`src/rtl/arith_arbiter.sv`:
```
// arith_arbiter: round-robin scheduler in front of a shared 4-bit
// arithmetic/logic/compare unit. One request is accepted at a time.
// Single-cycle ops land straight in the response register. Multiply runs as
// a W-cycle shift-add sequence. The tagged result is held until consumed.
module arith_arbiter #(
  parameter int NREQ = 4,
  parameter int W    = 4
) (
  input  logic                     clk,
  input  logic                     rst,
  input  logic [NREQ-1:0]          req_valid,
  output logic [NREQ-1:0]          req_ready,
  input  logic [4*NREQ-1:0]        req_op,
  input  logic [W*NREQ-1:0]        req_a,
  input  logic [W*NREQ-1:0]        req_b,
  output logic                     rsp_valid,
  input  logic                     rsp_ready,
  output logic [$clog2(NREQ)-1:0]  rsp_id,
  output logic [2*W-1:0]           rsp_data,
  output logic                     rsp_err
);

  localparam int IDW = $clog2(NREQ);
  localparam int CW  = $clog2(W + 1);

  localparam logic [1:0] S_IDLE = 2'd0;
  localparam logic [1:0] S_MUL  = 2'd1;
  localparam logic [1:0] S_HOLD = 2'd2;

  logic [1:0]     state_q, state_d;
  logic [IDW-1:0] ptr_q, ptr_d;
  logic [IDW-1:0] id_q, id_d;
  logic [2*W-1:0] data_q, data_d;
  logic           err_q, err_d;
  logic [2*W-1:0] mcand_q, mcand_d;
  logic [W-1:0]   mplier_q, mplier_d;
  logic [CW-1:0]  cnt_q, cnt_d;

  logic [3:0]     op_arr [NREQ];
  logic [W-1:0]   a_arr  [NREQ];
  logic [W-1:0]   b_arr  [NREQ];

  logic           win_found;
  logic [IDW-1:0] win_idx;
  logic [IDW-1:0] cand_idx;
  logic [3:0]     win_op;
  logic [W-1:0]   win_a;
  logic [W-1:0]   win_b;
  logic           accept;
  int             cand;

  // Single-cycle ALU: logical, bitwise, add, subtract, compare. Multiply and
  // reserved codes return zero here; multiply is handled by the MUL state.
  function automatic logic [2*W-1:0] alu_f(input logic [3:0] op,
                                           input logic [W-1:0] a,
                                           input logic [W-1:0] b);
    logic [2*W-1:0] ax;
    logic [2*W-1:0] bx;
    logic [2*W-1:0] r;
    ax = {{W{1'b0}}, a};
    bx = {{W{1'b0}}, b};
    r  = '0;
    case (op)
      4'd0:    r[0] = (a != '0) && (b != '0);
      4'd1:    r[0] = (a != '0) || (b != '0);
      4'd2:    r = ax & bx;
      4'd3:    r = ax | bx;
      4'd4:    r = ax ^ bx;
      4'd5:    r = ax + bx;
      4'd6:    r = ax - bx;  // borrow wraps through the upper W bits
      4'd8:    r[0] = (a == b);
      4'd9:    r[0] = (a != b);
      4'd10:   r[0] = (a <  b);
      4'd11:   r[0] = (a <= b);
      4'd12:   r[0] = (a >= b);
      4'd13:   r[0] = (a >  b);
      default: r = '0;
    endcase
    return r;
  endfunction

  for (genvar g = 0; g < NREQ; g++) begin : g_unpack
    assign op_arr[g] = req_op[4*g +: 4];
    assign a_arr[g]  = req_a[W*g +: W];
    assign b_arr[g]  = req_b[W*g +: W];
  end

  // Round-robin search: first valid requester at or after the pointer.
  always_comb begin
    win_found = 1'b0;
    win_idx   = '0;
    win_op    = '0;
    win_a     = '0;
    win_b     = '0;
    cand      = 0;
    cand_idx  = '0;
    for (int i = 0; i < NREQ; i++) begin
      cand = int'(ptr_q) + i;
      if (cand >= NREQ) cand = cand - NREQ;
      cand_idx = IDW'(cand);
      if (!win_found && req_valid[cand_idx]) begin
        win_found = 1'b1;
        win_idx   = cand_idx;
        win_op    = op_arr[cand_idx];
        win_a     = a_arr[cand_idx];
        win_b     = b_arr[cand_idx];
      end
    end
  end

  assign accept = (state_q == S_IDLE) && win_found && !rst;

  // Grant is offered only in IDLE; it never depends on rsp_ready.
  always_comb begin
    req_ready = '0;
    if (accept) req_ready[win_idx] = 1'b1;
  end

  // Next-state logic for the IDLE -> (MUL) -> HOLD sequence.
  always_comb begin
    state_d  = state_q;
    ptr_d    = ptr_q;
    id_d     = id_q;
    data_d   = data_q;
    err_d    = err_q;
    mcand_d  = mcand_q;
    mplier_d = mplier_q;
    cnt_d    = cnt_q;
    case (state_q)
      S_IDLE: begin
        if (accept) begin
          id_d  = win_idx;
          ptr_d = (win_idx == IDW'(NREQ - 1)) ? '0 : win_idx + 1'b1;
          if (win_op == 4'd7) begin
            data_d   = '0;
            err_d    = 1'b0;
            mcand_d  = {{W{1'b0}}, win_a};
            mplier_d = win_b;
            cnt_d    = '0;
            state_d  = S_MUL;
          end else begin
            data_d  = alu_f(win_op, win_a, win_b);
            err_d   = (win_op >= 4'd14);
            state_d = S_HOLD;
          end
        end
      end
      S_MUL: begin
        // One multiplier bit per cycle; the result register is the accumulator.
        if (mplier_q[0]) data_d = data_q + mcand_q;
        mcand_d  = mcand_q << 1;
        mplier_d = mplier_q >> 1;
        cnt_d    = cnt_q + 1'b1;
        if (cnt_q == CW'(W - 1)) state_d = S_HOLD;
      end
      S_HOLD: begin
        if (rsp_ready) state_d = S_IDLE;
      end
      default: state_d = S_IDLE;
    endcase
  end

  // State and datapath registers; reset aborts any in-flight operation.
  always_ff @(posedge clk or posedge rst) begin
    if (rst) begin
      state_q  <= S_IDLE;
      ptr_q    <= '0;
      id_q     <= '0;
      data_q   <= '0;
      err_q    <= 1'b0;
      mcand_q  <= '0;
      mplier_q <= '0;
      cnt_q    <= '0;
    end else begin
      state_q  <= state_d;
      ptr_q    <= ptr_d;
      id_q     <= id_d;
      data_q   <= data_d;
      err_q    <= err_d;
      mcand_q  <= mcand_d;
      mplier_q <= mplier_d;
      cnt_q    <= cnt_d;
    end
  end

  assign rsp_valid = (state_q == S_HOLD);
  assign rsp_id    = id_q;
  assign rsp_data  = data_q;
  assign rsp_err   = err_q;

endmodule
```
`config.mk`:
```
export PLATFORM = sky130hd
export DESIGN_NAME = arith_arbiter
export DESIGN_NICKNAME = d
export VERILOG_FILES = /design/src/rtl/arith_arbiter.sv
export SDC_FILE = /design/constraint.sdc
export NUM_CORES = 1
export LEC_CHECK = 0
export ABC_AREA = 0
export BUFFER_PORTS_ARGS = -buffer_cell sky130_fd_sc_hd__clkbuf_2
export CAP_MARGIN = 20
export CELL_PAD_IN_SITES_DETAIL_PLACEMENT = 1
export CELL_PAD_IN_SITES_GLOBAL_PLACEMENT = 1
export CORE_ASPECT_RATIO = 0.5
export CORE_MARGIN = 2
export CORE_UTILIZATION = 45
export CTS_BUF_LIST = sky130_fd_sc_hd__clkbuf_4 sky130_fd_sc_hd__clkbuf_8
export CTS_CLUSTER_DIAMETER = 200
export DETAILED_ROUTE_END_ITERATION = 8
export PLACE_DENSITY = 0.84
export SETUP_SLACK_MARGIN = 0.02
export SYNTH_ARGS = -nofsm -noshare
export SYNTH_HDL_FRONTEND = slang
export SYNTH_SLANG_ARGS = --single-unit
```
`constraint.sdc`:
```
create_clock -name clk -period 4.9 [get_ports clk]
set_input_delay 0.735 -clock clk [delete_from_list [all_inputs] [get_ports clk]]
set_output_delay 0.735 -clock clk [all_outputs]
set_load 0.03 [all_outputs]
```
# After elaboration in Yosys (flattened, before gate mapping)

Index checks and enable logic that the tools add are counted.

Bits in registers: 30
Input port bits: 55
Output and inout port bits: 16

Add/sub/neg operators: 12
Order comparisons: 19
Equality and inequality tests: 24
Mux-type cells: 93
Bitwise gates (word level): 7
Reduce and logical (&&, ||, !) cells: 21

Operator list:

| cell                | number |
|---|---|
| $mux 4              | 39 |
| $bmux 4 s2          | 12 |
| $mux 8              | 5 |
| $pmux 7 s5          | 1 |
| $pmux 8 s2          | 2 |
| $mux 2              | 13 |
| $eq 4x4->1 const B  | 6 |
| $ge 3x3->1 const B  | 7 |
| $eq 4x3->1 const B  | 4 |
| $lt 2x3->1 const B  | 5 |
| $pmux 1 s13         | 1 |
| $not 2->3           | 4 |
| $mux 1              | 10 |
| $reduce_and 3->1    | 3 |
| $add 8x8->8         | 1 |
| $bmux 1 s2          | 4 |
| $eq 4x2->1 const B  | 2 |
| $pmux 4 s2          | 1 |
| $reduce_bool 4->1   | 2 |
| $sub 2x1->2 const B | 4 |
| $logic_and 1x1->1   | 7 |
| $add 2x2->3 const B | 2 |
| $mux 3              | 2 |
| $ne 2x2->1 const B  | 3 |
| other kinds (31)    | 36 |

# Logic depth before layout (Yosys ltp)

Gate-level depths: netlist (run 1).

Word-level depth: 20
Depth in mapped cells: 22
Mapped depth without buffers: 17

# Worst setup path before layout (run 1)

Ideal clock, no wire load.

Path kind: input port to flip-flop
Start point: input port req_valid[2]
End point: register data_q[0] (netlist: rsp_data[0])
Library setup time: 127 ps
Arrival time: 4193 ps
Required time: 4773 ps
Slack: 580 ps
Stages on the path: 16
Buffers on the path: 1
Path through: buf_2 > and4bb_1 > or2_2 > a221oi_1 > nor2_1 > nor3_1 > ha_1 > nor2b_1 > o21a_1 > or2_2 > o2bb2ai_1 > o22a_1 > nor3b_1 > o21ai_0 > o2111a_1 > a31oi_1

Longest elaborated chain between the ends: 18
Elaborated cells between the ends (all ways): 67
Those cells by class: add/sub (2); order compare (4); eq/ne (16); mux (28); bitwise (3); reduce/logical (14)

Ends and longest elaborated chain:

| element                                                         | line | text |
|---|---|---|
| from (decl)                                                     | 11   | `input logic [NREQ-1:0] req_valid,` |
| parallel branches: the longest is 18 deep, another holds $mux 4 | n/a  |  |
| to (signal assigned)                                            | 178  | `data_q <= data_d;` |
| to (decl)                                                       | 33   | `logic [2*W-1:0] data_q, data_d;` |

Parallel ways; which one is timed is not known. The select of a mux whose other input is x is not followed.
A chain may end at the register's enable or synchronous reset.

# Worst setup path after layout (run 1)

Start point: register ptr_q[1]
End point: register data_q[0] (netlist: rsp_data[0])

Longest elaborated chain between the ends: 20
Elaborated cells between the ends (all ways): 122
Those cells by class: add/sub (9); order compare (8); eq/ne (16); mux (68); bitwise (7); reduce/logical (14)

Ends and longest elaborated chain:

| element                                                              | line | text |
|---|---|---|
| from (decl)                                                          | 31   | `logic [IDW-1:0] ptr_q, ptr_d;` |
| from (signal assigned)                                               | 176  | `ptr_q <= ptr_d;` |
| parallel branches: the longest is 20 deep, another holds $add 2x1->3 | n/a  |  |

Parallel ways; which one is timed is not known. The select of a mux whose other input is x is not followed.

==> results.py, run 1 <==
metrics = {
    "timing": {
        "setup_ws_ps": 414,
        "finClkSkew_ps": 5.91,
        "finalCritPeriodShare_pct": 91.6,
        "worst_slew_pin_slew_ps": 758,
        "hold_viol_final": 0,
        "max_freq_mhz": 223,
        "totalNegativeSetupSlack_ps": 0,
        "period_needed_ps": 4490,
        "finalSetupViolations": 0,
        "drv_slew": 0,
        "rsz0062_at_grt": "false",
        "relSlewSlack_pct": 49.3,
    },
    "yosys": {
        "synth_edf_count": 0,
        "ys_top_cells_by_area": "dfrtp_1, mux4_2, ha_1",
        "ys_seq_area_share_pct": 17.1,
        "ys_ff_latch": 30,
        "async_flop_share_pct": 100,
        "avgSynthCellArea_sq_um": 8.52,
        "yosysTopAreaCell": "dfrtp_1",
        "yosysTopAreaCellShare_pct": 17.1,
        "ys.flop_type": "dfrtp_1",
        "synth_area_sq_mm": 0.00438,
        "syn_nets": 595,
        "syn_inst": 514,
        "synth_cell_type_count": 83,
        "yosys_warnings": 0,
    },
    "clock_network": {
        "htreeDepth": 2,
        "ctsRootBufferMaster": "clkbuf_8",
        "cts_inserted_buffers": 5,
        "postCtsSetupBuffers": 0,
        "cts_buffer_depth": 2,
        "cts_resized": 0,
        "hold_buffers": 0,
        "cts.sinks": 30,
        "clkTransAtPathRegs_ps": 70,
        "insertion_delay_ps": 290,
        "cts_tree": "yes",
    },
    "critical_path": {
        "cp_data_required_time_ps": 5070,
        "rr_worst_depth": 17,
        "cp.arrival_ps": 4660,
        "r2r_end": "rsp_data[0]$_DFFE_PP0P_",
        "worstSetupPathType": "flip-flop to flip-flop",
        "rrSetupSlack_ps": 410,
        "cp-end-kind": "flip-flop",
        "start_kind": "flip-flop",
        "reg2reg_from": "ptr_q[1]$_DFFE_PP0P_",
        "crit_fanout": 25,
    },
    "placement": {
        "gp_congestion": 0.971,
        "place_ws_ps": 251,
        "port_buffers": 70,
        "hpwlAfterDp_um": 11100,
    },
    "route": {
        "via_count": 4494,
        "drt_drc_violations_left": 0,
        "drtPass1Iterations": 5,
        "drtIter0Drc": 274,
        "wirelength_um": 14200,
        "wl_per_cell_um": 20.0,
        "drtAntennaViolNets": 0,
        "viasPerCell": 6.32,
    },
    "power_and_ir_drop": {
        "p_per_area_mw_per_mm2": 754,
        "clockPowerShare_pct": 5.7,
        "p_seq_share_pct": 14.2,
        "power_leakage_nw": 2.18,
        "sw_frac_of_total_pct": 53.8,
        "switching_power_mw": 2.00,
        "pwr-share-comb_pct": 80.1,
        "finalPower_mw": 3.72,
        "cell_internal_pwr_mw": 1.72,
        "vdd_drop_max_uv": 207,
    },
    "final_layout": {
        "layout-drive-gt1-share_pct": 25.2,
        "syn_to_final_growth_pct": 12.7,
        "diodes": 0,
        "fin_nets": 656,
        "fillers": 1174,
    },
    "flow_run": {
        "drv_cap": 0,
    },
    "global_route": {
        "grt_usage_pct": 27.4,
        "grt_pass1_vias": 4475,
        "grt_max_degree": 27,
        "antenna_found_initial": 0,
        "overflow": 0,
        "grt_pass1_wl_um": 22900,
    },
    "worst_hold_path": {
        "worstHoldStart": "rsp_id[0]$_DFFE_PP0P_",
        "hold-path-cell-count": 2,
        "min_to": "rsp_id[0]$_DFFE_PP0P_",
        "hold_path.class": "flip-flop to flip-flop",
    },
    "die": {
        "std_cell_rows": 25,
        "fp.dieW_um": 143,
        "fp.dieH_um": 73.7,
        "die-area_sq_mm": 0.0106,
        "ios": 71,
        "initial_core_util_pct": 46.3,
        "core_area_sq_mm": 0.00945,
    },
    "run_status": {
        "status": "finished clean",
    },
}
worst max path at each step:
stage,end,from,slack (ps),cells past startpoint
3_5_place_dp,rsp_data[4]$_DFFE_PP0P_,req_valid[0],250,17
6_report,rsp_data[0]$_DFFE_PP0P_,ptr_q[1]$_DFFE_PP0P_,410,17
3_3_place_gp,rsp_data[4]$_DFFE_PP0P_,req_valid[0],370,17
4_1_cts,rsp_data[0]$_DFFE_PP0P_,ptr_q[1]$_DFFE_PP0P_,480,15
2_1_floorplan,rsp_data[0]$_DFFE_PP0P_,req_valid[2],580,16
5_1_grt,rsp_data[7]$_DFFE_PP0P_,ptr_q[1]$_DFFE_PP0P_,200,16
through the flow:
step / utilization (%) / hold slack (ps) / instances / instance area (sq um)
finish: 52.2 / 485 / 711 / 4930
global placement: 51.2 / 464 / 703 / 4840
detailed placement: 51.2 / 475 / 703 / 4840
CTS: 52.2 / 492 / 711 / 4930
global route: 52.2 / 525 / 711 / 4930
floorplan: - / 456 / 514 / 4380
power groups by stage:
stage          combinational [mW]  clock, mW  sequential, mW
5_1_grt                      3.25      0.229           0.555
3_5_place_dp                 2.93          0           0.534
2_1_floorplan                2.18          0           0.522
4_1_cts                      2.95      0.220           0.531
6_report                     2.98      0.213           0.528
3_3_place_gp                 2.82          0           0.527
cells in the final DEF, fill, tap and decap left out, types with 9 or more instances in the layout:
master / instances
mux4_2: 18
o21ai_0: 33
nand2_1: 44
nor2_1: 28
and2_1: 10
inv_1: 33
a21oi_1: 42
clkbuf_2: 70
a211oi_1: 9
nor2b_1: 10
buf_4: 18
mux2i_1: 15
dfrtp_1: 28
ha_1: 23
layer usage:
metal / vias up / global-route usage [%] / share of wire, %
li1: 2091 / - / -
met1: 2204 / 38.2 / 47
met2: 174 / 45.1 / 46
met3: 25 / 3.13 / 5.2
met4: 0 / 8.06 / 1.7
met5: - / 0 / 0
Yosys cell counts, types with 4 or more instances:
master / n
inv_1: 33
a211oi_1: 9
nand4b_1: 5
dfrtp_1: 30
mux4_2: 18
a22o_1: 8
a21oi_1: 42
mux2i_1: 15
and3b_1: 5
o2bb2ai_1: 6
ha_1: 23
o21a_1: 7
o211ai_1: 7
buf_2: 16
mux2_2: 8
nor2_1: 28
nor3_1: 5
buf_6: 5
nand3_1: 4
xnor2_1: 7
nand2_1: 44
a221oi_1: 8
o21ai_0: 33
nor3b_1: 5
clkbuf_1: 9
nor2b_1: 10
a221o_1: 6
nand2b_1: 5
and2_1: 10
a31oi_1: 7
a22oi_1: 7
o22ai_1: 4
a21o_1: 5
critical path, stage by stage (launching register included):
cell,delay [ps]
dfrtp_2,700
buf_4,370
nor3b_1,100
a211oi_1,270
a21oi_1,70
a2111oi_0,560
buf_4,220
nor2_1,90
ha_1,350
nor2b_1,150
o21a_1,170
or2_2,310
o2bb2ai_1,140
o22a_1,200
nor3b_1,140
o21ai_0,230
o2111a_1,190
a31oi_1,90
logic make-up (layout without fill, tap and decap cells):
kind of cell / count (synthesis) / count (layout) / share of synthesized area [%]
flip-flops: 30 / 30 / 17.1
AO/OA/AOI/OAI: 189 / 189 / 30.6
buffers and inverters: 67 / 129 / 7.32
adder cells (fa/ha/maj): 26 / 26 / 7.95
multiplexers: 43 / 43 / 15.4
XOR/XNOR: 8 / 8 / 1.60
AND/OR/NAND/NOR: 151 / 151 / 19.9
final cells by class:
type / instances / area, sq um / area share, %
Clock buffer: 6 / 82.6 / 1.67
Clock inverter: 2 / 12.5 / 0.254
Inverter: 33 / 124 / 2.51
Multi-Input combinational cell: 417 / 3310 / 67.0
Sequential cell: 30 / 753 / 15.3
Tap cell: 135 / 169 / 3.42
Timing Repair Buffer: 88 / 485 / 9.84
sequential cells by signal, summed over array words and instances (netlist names):
signal    flops
mcand_q       8
rsp_data      8
mplier_q      4
cnt_q         3
ptr_q         2
rsp_id        2
state_q       2
rsp_err       1
Power figures use the tool's default switching activity.
==> inputs of run 2 (changes only) <==
- CELL_PAD_IN_SITES_DETAIL_PLACEMENT: 1 -> unset
- CELL_PAD_IN_SITES_GLOBAL_PLACEMENT: 1 -> unset
- PLACE_DENSITY: 0.84 -> 0.66
==> run 2 against run 1 <==
Compared with the run above: cell count unchanged; first-iteration DRC count increased by 3.3%; cell area stayed put; largest cell class unchanged; total power fell by 3.4%; critical endpoint unchanged; clock power is essentially flat.
==> results.py, run 2 (synthesized netlist as in run 1, its figures left out) <==
metrics = {
    "timing": {
        "rsz0062_at_grt": "false",
        "hold_viol_final": 0,
        "finalCritPeriodShare_pct": 90.4,
        "worst_slew_pin_slew_ps": 716,
        "finClkSkew_ps": 2.28,
        "totalNegativeSetupSlack_ps": 0,
        "max_freq_mhz": 226,
        "period_needed_ps": 4430,
        "finalSetupViolations": 0,
        "relSlewSlack_pct": 52.1,
        "drv_slew": 0,
    },
    "clock_network": {
        "hold_buffers": 0,
        "cts_tree": "yes",
        "postCtsSetupBuffers": 0,
        "insertion_delay_ps": 280,
        "cts_inserted_buffers": 5,
        "ctsRootBufferMaster": "clkbuf_8",
        "cts_buffer_depth": 2,
        "htreeDepth": 2,
        "cts_resized": 0,
        "cts.sinks": 30,
        "clkTransAtPathRegs_ps": 60,
    },
    "global_route": {
        "grt_usage_pct": 24.5,
        "grt_pass1_vias": 4040,
        "grt_max_degree": 27,
        "grt_pass1_wl_um": 20500,
        "antenna_found_initial": 0,
        "overflow": 0,
    },
    "final_layout": {
        "syn_to_final_growth_pct": 12.7,
        "layout_common_cells": "clkbuf_2, nand2_1, a21oi_1",
        "diodes": 0,
        "stdcell_count": 711,
        "fin_nets": 656,
        "layout-drive-gt1-share_pct": 25.2,
        "layout_commonest_cell": "clkbuf_2",
        "fillers": 931,
        "final_core_util_pct": 52.2,
    },
    "die": {
        "fp.dieH_um": 73.7,
        "core_area_sq_mm": 0.00945,
        "initial_core_util_pct": 46.3,
        "std_cell_rows": 25,
        "fp.dieW_um": 143,
        "die-area_sq_mm": 0.0106,
        "ios": 71,
    },
    "critical_path": {
        "cp.buffers_inverters": 2,
        "crit_family": "compound AO/OA/AOI/OAI gates",
        "cpMostUsedCell": "a21oi_1",
        "cp-end-kind": "flip-flop",
        "max_stage_delay_ps": 680,
        "path_cells": "buf_4 -> inv_1 -> a21oi_1 -> a21oi_1 -> a2111oi_0 -> nor2_1 -> ha_1 -> nor2b_1 -> o21a_1 -> or2_2 -> o2bb2ai_1 -> o22a_1 -> nor3b_1 -> o21ai_0 -> o2111a_1 -> a31oi_1",
        "cp_data_required_time_ps": 5060,
        "worstSetupPathType": "flip-flop to flip-flop",
        "crit_fanout": 26,
        "cp.arrival_ps": 4590,
        "start_kind": "flip-flop",
        "cpMaxStageDelayCell": "dfrtp_2",
    },
    "run_status": {
        "status": "finished clean",
    },
    "route": {
        "wirelength_um": 12400,
        "wl_per_cell_um": 17.4,
        "via_count": 4326,
        "viasPerCell": 6.08,
        "drtIter0Drc": 283,
        "drtPass1Iterations": 5,
        "drtAntennaViolNets": 0,
        "drt_drc_violations_left": 0,
    },
    "placement": {
        "hpwlAfterDp_um": 9640,
        "dp.cells": 703,
        "gp_congestion": 0.956,
        "port_buffers": 70,
    },
    "power_and_ir_drop": {
        "p_per_area_mw_per_mm2": 728,
        "power_leakage_nw": 2.19,
        "finalPower_mw": 3.59,
        "vdd_drop_max_uv": 226,
    },
    "flow_run": {
        "drv_cap": 0,
    },
    "worst_hold_path": {
        "hold_path.class": "input port to async pin",
    },
}
[run 2: layer usage]
metal | vias up | track usage [%] | wire (um)
met3 | 14 | 2.87 | 763
met5 | - | 0 | 0
met4 | 0 | 6.10 | 155
met2 | 156 | 38.7 | 5430
met1 | 2070 | 35.9 | 6020
li1 | 2086 | - | -
[run 2: per-stage QoR]
| stage | instance area (sq um) | setup WS [ps] | hold slack (ps) |
|---|---|---|---|
| 2_1_floorplan | 4380 | 580 | 456 |
| 6_report | 4930 | 472 | 368 |
| 4_1_cts | 4930 | 528 | 365 |
| 3_5_place_dp | 4840 | 314 | 464 |
| 3_3_place_gp | 4840 | 353 | 460 |
| 5_1_grt | 4930 | 107 | 392 |
[run 2: path summary, 6_finish.rpt]
path	from	to	slack, ps	cells past startpoint
setup / recovery	ptr_q[0]$_DFFE_PP0P_	rsp_data[0]$_DFFE_PP0P_	470	16
hold / removal	rst	rsp_id[0]$_DFFE_PP0P_	370	2
max in group asynchronous	rst	mcand_q[1]$_DFFE_PP0P_	3940	3
min in group clk	rsp_id[0]$_DFFE_PP0P_	rsp_id[0]$_DFFE_PP0P_	480	2
hold reg to reg	rsp_id[0]$_DFFE_PP0P_	rsp_id[0]$_DFFE_PP0P_	480	2
setup reg to reg	ptr_q[0]$_DFFE_PP0P_	rsp_data[0]$_DFFE_PP0P_	470	16
[run 2: layout make-up]
cell class	instances	area, sq um	share of cell area [%]
flip-flops and latches	30	753	15.3
inverters	33	124	2.51
multi-input cells	417	3310	67.0
well taps	135	169	3.42
repair buffers	88	485	9.84
clock buffers	7	90.1	1.83
clock inverters	1	5.00	0.101
[run 2: report_power, final]
part           switching (mW)  internal [mW]
Clock                  0.0917          0.119
Sequential              0.153          0.365
Combinational            1.64           1.23
Total                    1.88           1.71
==> inputs of run 3 (changes only) <==
- CTS_BUF_LIST: sky130_fd_sc_hd__clkbuf_4 sky130_fd_sc_hd__clkbuf_8 -> sky130_fd_sc_hd__clkbuf_2
==> run 3 against run 2 <==
Compared with the run above: clock power down 41%; clock-buffer cell count down 1; combinational power about the same; worst setup slack better by 16 ps; sequential share of layout area up 0.18 points; cell area down 1.1%; routed wire length up 0.21%; die area unchanged; total power down 2.6%; global-route usage down 0.099 points; critical path type unchanged; critical endpoint unchanged.
==> results.py, run 3 (synthesized netlist as in run 1, its figures left out) <==
metrics = {
    "run_status": {
        "status": "finished clean",
    },
    "placement": {
        "port_buffers": 70,
        "gp_congestion": 0.956,
        "hpwlAfterDp_um": 9640,
    },
    "clock_network": {
        "ctsRootBufferMaster": "clkbuf_2",
        "insertion_delay_ps": 370,
        "cts_buffer_depth": 2,
        "cts_inserted_buffers": 5,
        "postCtsSetupBuffers": 0,
        "hold_buffers": 0,
        "cts_tree": "yes",
        "cts_resized": 0,
        "clkTransAtPathRegs_ps": 160,
        "cts.sinks": 30,
        "htreeDepth": 2,
    },
    "die": {
        "initial_core_util_pct": 46.3,
        "fp.dieH_um": 73.7,
        "std_cell_rows": 25,
        "ios": 71,
        "die-area_sq_mm": 0.0106,
        "core_area_sq_mm": 0.00945,
        "fp.dieW_um": 143,
    },
    "critical_path": {
        "max_stage_delay_ps": 720,
        "crit_family": "compound AO/OA/AOI/OAI gates",
        "start_kind": "flip-flop",
        "cp_data_required_time_ps": 5170,
        "worstSetupPathType": "flip-flop to flip-flop",
        "crit_fanout": 26,
        "cp.buffers_inverters": 2,
        "cpMaxStageDelayCell": "dfrtp_2",
        "path_cells": "buf_4 -> inv_1 -> a21oi_1 -> a21oi_1 -> a2111oi_0 -> nor2_1 -> ha_1 -> nor2b_1 -> o21a_1 -> or2_2 -> o2bb2ai_1 -> o22a_1 -> nor3b_1 -> o21ai_0 -> o2111a_1 -> a31oi_1",
        "cp-end-kind": "flip-flop",
        "cpMostUsedCell": "a21oi_1",
        "cp.arrival_ps": 4680,
    },
    "global_route": {
        "antenna_found_initial": 0,
        "grt_max_degree": 27,
        "met2_usage_pct": 38.4,
        "top_usage_layer": "met2",
        "grt_use_met1_pct": 36.3,
        "grt_pass1_wl_um": 20500,
        "grt_pass1_vias": 3991,
        "overflow": 0,
        "grt_usage_pct": 24.4,
        "groute.layer.met3.usage_pct": 2.61,
    },
    "route": {
        "wirelength_um": 12400,
        "via_count": 4315,
        "viasPerCell": 6.07,
        "drtAntennaViolNets": 0,
        "wl_per_cell_um": 17.4,
        "drtPass1Iterations": 5,
        "drtIter0Drc": 271,
        "drt_drc_violations_left": 0,
    },
    "final_layout": {
        "layout_common_cells": "clkbuf_2, nand2_1, a21oi_1",
        "syn_to_final_growth_pct": 11.4,
        "diodes": 0,
        "layout-drive-gt1-share_pct": 25.0,
        "layout_commonest_cell": "clkbuf_2",
        "final_core_util_pct": 51.6,
        "fin_nets": 656,
    },
    "timing": {
        "drv_slew": 0,
        "finalCritPeriodShare_pct": 90.0,
        "finalSetupViolations": 0,
        "worst_slew_pin_slew_ps": 695,
        "hold_viol_final": 0,
        "totalNegativeSetupSlack_ps": 0,
        "max_freq_mhz": 227,
        "period_needed_ps": 4410,
        "finClkSkew_ps": 15.2,
        "rsz0062_at_grt": "false",
        "relSlewSlack_pct": 53.6,
    },
    "flow_run": {
        "drv_cap": 0,
    },
    "power_and_ir_drop": {
        "power_leakage_nw": 2.17,
        "vdd_drop_max_uv": 225,
        "p_per_area_mw_per_mm2": 717,
    },
    "worst_hold_path": {
        "hold_path.class": "input port to async pin",
    },
}
run 3: changes by cell type in the layout (fill, tap and decap cells not counted):
cell,change
clkbuf_4,-1
clkbuf_2,+6
clkinv_1,+1
clkbuf_8,-6
run 3: worst reg2reg max path, cell delays in order (launching register included):
cell and delay, ps:
dfrtp_2 720, buf_4 310, inv_1 220, a21oi_1 200
a21oi_1 90, a2111oi_0 590, nor2_1 220, ha_1 370
nor2b_1 140, o21a_1 170, or2_2 310, o2bb2ai_1 140
o22a_1 190, nor3b_1 130, o21ai_0 230, o2111a_1 210
a31oi_1 80
run 3: worst paths after layout:
check	start	end	slack, ps	cells past startpoint
min reg2reg	rsp_id[0]$_DFFE_PP0P_	rsp_id[0]$_DFFE_PP0P_	500	2
min in group clk	rsp_id[0]$_DFFE_PP0P_	rsp_id[0]$_DFFE_PP0P_	500	2
max in group asynchronous	rst	mcand_q[1]$_DFFE_PP0P_	4050	3
max	ptr_q[0]$_DFFE_PP0P_	rsp_data[0]$_DFFE_PP0P_	490	16
min	rst	rsp_id[0]$_DFFE_PP0P_	250	2
max reg2reg	ptr_q[0]$_DFFE_PP0P_	rsp_data[0]$_DFFE_PP0P_	490	16
run 3: area by class of cell:
type	count	area (sq um)
well taps	135	169
multi-input cells	417	3310
inverters	33	124
repair buffers	88	485
clock buffers	6	30.0
flip-flops and latches	30	753
fillers	936	4570
clock inverters	2	8.76
run 3: power by group:
group | total [mW] | internal [mW] | switching (mW)
clock | 0.124 | 0.0350 | 0.0890
sequential | 0.516 | 0.363 | 0.153
combinational | 2.86 | 1.23 | 1.63
total | 3.50 | 1.62 | 1.87
run 3: metal layers:
layer,vias to the layer above,routed length [um]
li1,2088,-
met1,2074,6090
met2,139,5440
met3,14,708
met4,0,158
met5,-,0
run 3: per-stage QoR:
stage,power (mW),setup WS [ps],hold WS (ps),area (sq um),instances
global route,3.84,87.5,251,4880,711
detailed placement,3.35,314,464,4840,703
global placement,3.32,353,460,4840,703
finish,3.50,489,253,4880,711
floorplan,2.70,580,456,4380,514
CTS,3.48,506,247,4880,711
